## src/rtl/calc_entry_controller.sv

```systemverilog
// Entry sequencer for the calculator: edits operands and operator from button pulses, then
// evaluates the result (add/sub in one cycle, shift-add multiply, restoring divide).
module calc_entry_controller #(
    parameter int unsigned W      = 8,
    parameter int unsigned COARSE = 16
) (
    input  logic           clk,
    input  logic           rst,
    input  logic           btn_up,
    input  logic           btn_down,
    input  logic           btn_left,
    input  logic           btn_right,
    input  logic           btn_center,
    output logic [W-1:0]   a_val,
    output logic [W-1:0]   b_val,
    output logic [1:0]     op_sel,
    output logic [2*W-1:0] ans_val,
    output logic           ans_neg,
    output logic           err,
    output logic           busy,
    output logic [1:0]     field_sel
);

    localparam int unsigned CW = $clog2(W + 1);

    localparam logic [1:0] OpAdd = 2'd0;
    localparam logic [1:0] OpSub = 2'd1;
    localparam logic [1:0] OpMul = 2'd2;
    localparam logic [1:0] OpDiv = 2'd3;

    localparam logic [1:0] FieldA   = 2'd0;
    localparam logic [1:0] FieldB   = 2'd1;
    localparam logic [1:0] FieldOp  = 2'd2;
    localparam logic [1:0] FieldAns = 2'd3;

    typedef enum logic [2:0] {
        StEditA,
        StEditB,
        StEditOp,
        StCompute,
        StShow
    } state_e;

    state_e          state_q;
    logic [CW-1:0]   cnt_q;
    logic [2*W-1:0]  mcand_q;
    logic [2*W-1:0]  prod_q;
    logic [W-1:0]    mplier_q;
    logic [W-1:0]    rem_q;
    logic [W-1:0]    quo_q;

    // Single-step datapath for the iterative operators
    logic [2*W-1:0]  prod_nxt;
    logic [W:0]      rem_sh;
    logic [W-1:0]    rem_nxt;
    logic            q_bit;
    logic [W-1:0]    quo_nxt;

    // One-cycle results
    logic [W:0]      sum_full;
    logic [W-1:0]    sub_mag;
    logic            sub_neg;

    always_comb begin
        prod_nxt = prod_q;
        if (mplier_q[0]) begin
            prod_nxt = prod_q + mcand_q;
        end

        rem_sh  = {rem_q, quo_q[W-1]};
        rem_nxt = rem_sh[W-1:0];
        q_bit   = 1'b0;
        if (rem_sh >= {1'b0, b_val}) begin
            rem_nxt = W'(rem_sh - {1'b0, b_val});
            q_bit   = 1'b1;
        end
        quo_nxt = {quo_q[W-2:0], q_bit};

        sum_full = {1'b0, a_val} + {1'b0, b_val};
        sub_neg  = (a_val < b_val);
        sub_mag  = sub_neg ? (b_val - a_val) : (a_val - b_val);
    end

    // Priority up > down > right > left; center is handled by the caller.
    function automatic logic [W-1:0] edit_val(input logic [W-1:0] val, input logic up,
                                              input logic down, input logic right,
                                              input logic left);
        logic [W-1:0] res;
        res = val;
        if (up) begin
            res = val + W'(1);
        end else if (down) begin
            res = val - W'(1);
        end else if (right) begin
            res = val + W'(COARSE);
        end else if (left) begin
            res = val - W'(COARSE);
        end
        return res;
    endfunction

    always_ff @(posedge clk or negedge rst) begin
        if (!rst) begin
            state_q   <= StEditA;
            a_val     <= '0;
            b_val     <= '0;
            op_sel    <= OpAdd;
            ans_val   <= '0;
            ans_neg   <= 1'b0;
            err       <= 1'b0;
            busy      <= 1'b0;
            field_sel <= FieldA;
            cnt_q     <= '0;
            mcand_q   <= '0;
            prod_q    <= '0;
            mplier_q  <= '0;
            rem_q     <= '0;
            quo_q     <= '0;
        end else begin
            unique case (state_q)
                StEditA: begin
                    if (btn_center) begin
                        state_q   <= StEditB;
                        field_sel <= FieldB;
                    end else begin
                        a_val <= edit_val(a_val, btn_up, btn_down, btn_right, btn_left);
                    end
                end

                StEditB: begin
                    if (btn_center) begin
                        state_q   <= StEditOp;
                        field_sel <= FieldOp;
                    end else begin
                        b_val <= edit_val(b_val, btn_up, btn_down, btn_right, btn_left);
                    end
                end

                StEditOp: begin
                    if (btn_center) begin
                        state_q <= StCompute;
                        busy    <= 1'b1;
                        cnt_q   <= '0;
                    end else if (btn_up) begin
                        op_sel <= op_sel + 2'd1;
                    end else if (btn_down) begin
                        op_sel <= op_sel - 2'd1;
                    end else if (btn_right) begin
                        // Right outranks left but has no action here.
                        op_sel <= op_sel;
                    end else if (btn_left) begin
                        state_q   <= StEditB;
                        field_sel <= FieldB;
                    end
                end

                StCompute: begin
                    unique case (op_sel)
                        OpAdd: begin
                            ans_val   <= {{(W - 1){1'b0}}, sum_full};
                            ans_neg   <= 1'b0;
                            err       <= 1'b0;
                            state_q   <= StShow;
                            busy      <= 1'b0;
                            field_sel <= FieldAns;
                        end

                        OpSub: begin
                            ans_val   <= {{W{1'b0}}, sub_mag};
                            ans_neg   <= sub_neg;
                            err       <= 1'b0;
                            state_q   <= StShow;
                            busy      <= 1'b0;
                            field_sel <= FieldAns;
                        end

                        OpMul: begin
                            if (cnt_q == '0) begin
                                mcand_q  <= {{W{1'b0}}, a_val};
                                mplier_q <= b_val;
                                prod_q   <= '0;
                                cnt_q    <= CW'(1);
                            end else begin
                                prod_q   <= prod_nxt;
                                mcand_q  <= mcand_q << 1;
                                mplier_q <= mplier_q >> 1;
                                cnt_q    <= cnt_q + CW'(1);
                                if (cnt_q == CW'(W)) begin
                                    ans_val   <= prod_nxt;
                                    ans_neg   <= 1'b0;
                                    err       <= 1'b0;
                                    state_q   <= StShow;
                                    busy      <= 1'b0;
                                    field_sel <= FieldAns;
                                end
                            end
                        end

                        OpDiv: begin
                            if (b_val == '0) begin
                                ans_val   <= '0;
                                ans_neg   <= 1'b0;
                                err       <= 1'b1;
                                state_q   <= StShow;
                                busy      <= 1'b0;
                                field_sel <= FieldAns;
                            end else if (cnt_q == '0) begin
                                rem_q <= '0;
                                quo_q <= a_val;
                                cnt_q <= CW'(1);
                            end else begin
                                rem_q <= rem_nxt;
                                quo_q <= quo_nxt;
                                cnt_q <= cnt_q + CW'(1);
                                if (cnt_q == CW'(W)) begin
                                    ans_val   <= {{W{1'b0}}, quo_nxt};
                                    ans_neg   <= 1'b0;
                                    err       <= 1'b0;
                                    state_q   <= StShow;
                                    busy      <= 1'b0;
                                    field_sel <= FieldAns;
                                end
                            end
                        end

                        default: begin
                            state_q <= StCompute;
                        end
                    endcase
                end

                StShow: begin
                    if (btn_center) begin
                        state_q   <= StEditA;
                        field_sel <= FieldA;
                        err       <= 1'b0;
                    end
                end

                default: begin
                    state_q   <= StEditA;
                    field_sel <= FieldA;
                    busy      <= 1'b0;
                end
            endcase
        end
    end

endmodule

```

## config.mk

```make
export PLATFORM = sky130hd
export DESIGN_NAME = calc_entry_controller
export DESIGN_NICKNAME = d
export VERILOG_FILES = /design/src/rtl/calc_entry_controller.sv
export SDC_FILE = /design/constraint.sdc
export NUM_CORES = 1
export LEC_CHECK = 0
export CAP_MARGIN = 20
export CELL_PAD_IN_SITES_DETAIL_PLACEMENT = 1
export CELL_PAD_IN_SITES_GLOBAL_PLACEMENT = 1
export CORE_MARGIN = 3
export CORE_UTILIZATION = 50
export CTS_BUF_LIST = sky130_fd_sc_hd__clkbuf_2
export DETAILED_ROUTE_END_ITERATION = 10
export HOLD_SLACK_MARGIN = 0.1
export PLACE_DENSITY = 0.83
export SYNTH_ARGS = -nofsm -noshare
export SYNTH_HDL_FRONTEND = slang
export SYNTH_SLANG_ARGS = --single-unit
```

## constraint.sdc

```tcl
create_clock -name clk -period 5.7 [get_ports clk]
set_input_delay 0.57 -clock clk [delete_from_list [all_inputs] [get_ports clk]]
set_output_delay 0.57 -clock clk [all_outputs]
set_load 0.03 [all_outputs]
```

==> metrics.txt <==
DP Wirelength 17800 um; Sum Neg Setup Slack 0 ns; Hold Slack 0.303 ns; RD Place Congestion 0.960; Sequential Power Share 27.7%; Sink Count 102; DR iter-0 viols 464; clock skew 0.0497 ns; RSZ-0062 raised after global routing no; Starting Density 52.4%; outcome completed; ratio of cells with drive above 1 in the final layout 4.66%; Clock transition at path regs 0.34 ns; first-pass iteration count of the detailed router 5; vias post-DR 6774; drt drc 0; post-synthesis register bit count 102; Seq/Total Area, Yosys 34.3%; clk_lat worst skew 0.65 ns; Worst path depth 8; Sw Share 53.2%; number of flops mapped to enable cells by yosys 0; peak fanout along the critical path 21; P&R area growth vs syn 9.14%; wire length per cell 22.1 um; antenna cell count 0; Worst setup SP type flop; R2R cell count 8; Final Hold Vio Count 0; TritonCTS clock tree built; core area 14200 um2; Setup Crit Path Kind flop to flop; Max Cap Viol 0; Slew Viols, Final 0; # nets final 949; WP buf/inv 1; Via density 6.39; Top FF cell, synth dfrtp_1; Post-Synthesis Cells 850; Root Buffer clkbuf_2; Port Buffers 45; measured slew at the worst slew-check pin 0.959 ns; power per standard cell area 526 nW/um2; Syn Nets 924; period utilization 60.4%; YS warnings 0; syn_area_per_cell 8.75 um2; Slew HR 36.1%; grt total ovfl 0; Leak 3.61 nW; Synth area leader dfrtp_1; most common library cell in the layout ignoring fill and taps dfrtp_1; Num CTS Buffers 9; multiplexer share of the synthesized area 2.89%; Comb power frac 64.1%; Switching Power 0.00227 W; Worst path max stage delay 0.62 ns; power after layout 0.00427 W; R2R Path Start b_val[1]; max frequency 290 MHz; critical path cell sequence inv_1 -> ha_1 -> or4b_4 -> o41a_4 -> o21ai_2 -> nand2_1 -> a22o_1 -> a21o_1; CP Capture Type flop; IO Count 46; most frequent cells in the layout 102 x dfrtp_1, 80 x nand2_1, 75 x a21oi_1; FILL cells 1685; Compound-Gate Fraction of Synth Area 25.8%; initial antenna violation count 0; clock power share 8.2%; FF-to-FF End ans_val[9]; WL final 23500 um; Row Count 43; CP max-delay cell dfrtp_1; adder-cell share of the synthesized area 12.1%; largest family of logic cells by synthesized area compound AO/OA/AOI/OAI gates; largest net degree at the start of global routing 79; Final Setup Violations 0; arrival time at the worst endpoint 4.00 ns; Register Area 2550 um2; die area 16400 um2; R2R Setup Slk 2.25 ns; Req. time, crit path 6.26 ns; post-synthesis xor/xnor area fraction 5.18%; Syn Std Cell Area 7440 um2; Hold Crit Class input pin to asynchronous set/reset pin; synth top area cells dfrtp_1 34%, ha_1 10%, a21oi_1 5.0%, o21ai_0 4.8%, xnor2_1 4.1%; die height 128 um; simple-gate share of the synthesized area 14.6%; Die Width 128 um; Internal Power 0.00200 W; Synth top area share 34.3%; Worst VDD drop 0.327 mV; multi-input logic area 4500 um2; Netlist cell types 74; Synth async-reset ratio 100%; CTS max path bufs 2; Min Clock Period, post-route 3.45 ns; # H-tree levels 3; first-pass GRT wire length 37600 um; global-route total usage across every layer 29.0%; vias in the first global route 7025; CP top delay family compound AO/OA/AOI/OAI gates; number of nets with antenna violations after routing 0
power groups by stage:
stage	registers (W)	clock network (W)	logic [W]
finish	0.00118	0.000348	0.00274
global route	0.00121	0.000390	0.00300
CTS	0.00118	0.000361	0.00272
detailed placement	0.00119	0	0.00271
global placement	0.00118	0	0.00263
floorplan	0.00130	0	0.00170
Yosys cell counts, types with 5 or more instances:
| master | count |
|---|---|
| a21o_1 | 19 |
| and3_1 | 7 |
| o211ai_1 | 6 |
| nand4_1 | 13 |
| nor2b_1 | 6 |
| a22oi_1 | 9 |
| dfrtp_1 | 102 |
| buf_2 | 7 |
| mux2i_1 | 17 |
| o21a_1 | 5 |
| a31oi_1 | 9 |
| and2_1 | 5 |
| nor3_1 | 16 |
| ha_1 | 60 |
| a21oi_1 | 75 |
| o21bai_1 | 9 |
| fa_1 | 7 |
| inv_1 | 47 |
| xor2_1 | 9 |
| nor2_1 | 62 |
| xnor2_1 | 35 |
| nand3_1 | 15 |
| clkbuf_1 | 27 |
| nand2_1 | 80 |
| a22o_1 | 24 |
| o22ai_1 | 5 |
| o31ai_1 | 11 |
| o21ai_0 | 72 |
| a211oi_1 | 9 |
worst max path at each step:
stage                         from          to  slack [ns]
after floorplan           b_val[1]  ans_val[1]        2.68
final                     b_val[1]  ans_val[9]        2.25
after global routing      b_val[1]  ans_val[9]        2.06
after CTS                 b_val[1]  ans_val[9]        2.27
after detailed placement  b_val[1]  ans_val[9]        2.36
after global placement    b_val[1]  ans_val[9]        2.48
layout make-up:
| cell class | count | share of cell area (%) |
|---|---|---|
| Clock inverter | 7 | 0.694 |
| Multi-Input combinational cell | 657 | 55.5 |
| Tap cell | 180 | 2.77 |
| Sequential cell | 102 | 31.4 |
| Inverter | 50 | 2.31 |
| Timing Repair Buffer | 55 | 6.72 |
| Clock buffer | 9 | 0.555 |
state kept, by name, indices dropped and copies added (netlist names), 3 cells and up:
name and cells:
ans_val 16, mcand_q 16, prod_q 16, a_val 8, b_val 8, mplier_q 8, quo_q 8, rem_q 8
cnt_q 4, state_q 3
worst reg2reg max path, cell delays in order, from the launching register on:
cell	delay, ns
dfrtp_1	0.62
inv_1	0.31
ha_1	0.26
or4b_4	0.50
o41a_4	0.47
o21ai_2	0.18
nand2_1	0.46
a22o_1	0.41
a21o_1	0.14
metrics by stage:
stage / cell area, um2 / util, % / instances / worst slack [ns]
6_report: 8120 / 57.1 / 1060 / 2.25
5_1_grt: 8120 / 57.1 / 1060 / 2.06
4_1_cts: 8080 / 56.9 / 1058 / 2.27
3_5_place_dp: 7970 / 56.1 / 1041 / 2.36
3_3_place_gp: 7970 / 56.1 / 1041 / 2.48
2_1_floorplan: 7440 / - / 850 / 2.68
timing repair:
action / 4_1_cts / 5_1_grt
hold buffers: 1 / 0
gates resized for setup: 0 / 0
endpoints found under the hold margin: 24 / 0
buffers inserted: 0 / 0
endpoints found under the setup margin: 0 / 0
cell families after synthesis:
family | Yosys count
and+or+nand+nor | 231
buffers and inverters | 91
adders and majority gates | 68
DFF | 102
xor gates and xnor gates | 44
AOI/OAI and AO/OA | 293
muxes | 21
layer usage:
layer  wire length, um  GRT usage [%]  vias to the layer above
met4               677           9.11                        0
li1                  -              -                     3138
met2             11200           47.9                      198
met1             10200           37.9                     3382
met5                 0              0                        -
met3              1310           6.50                       56
Note: power is estimated with default switching activity, not from simulation.
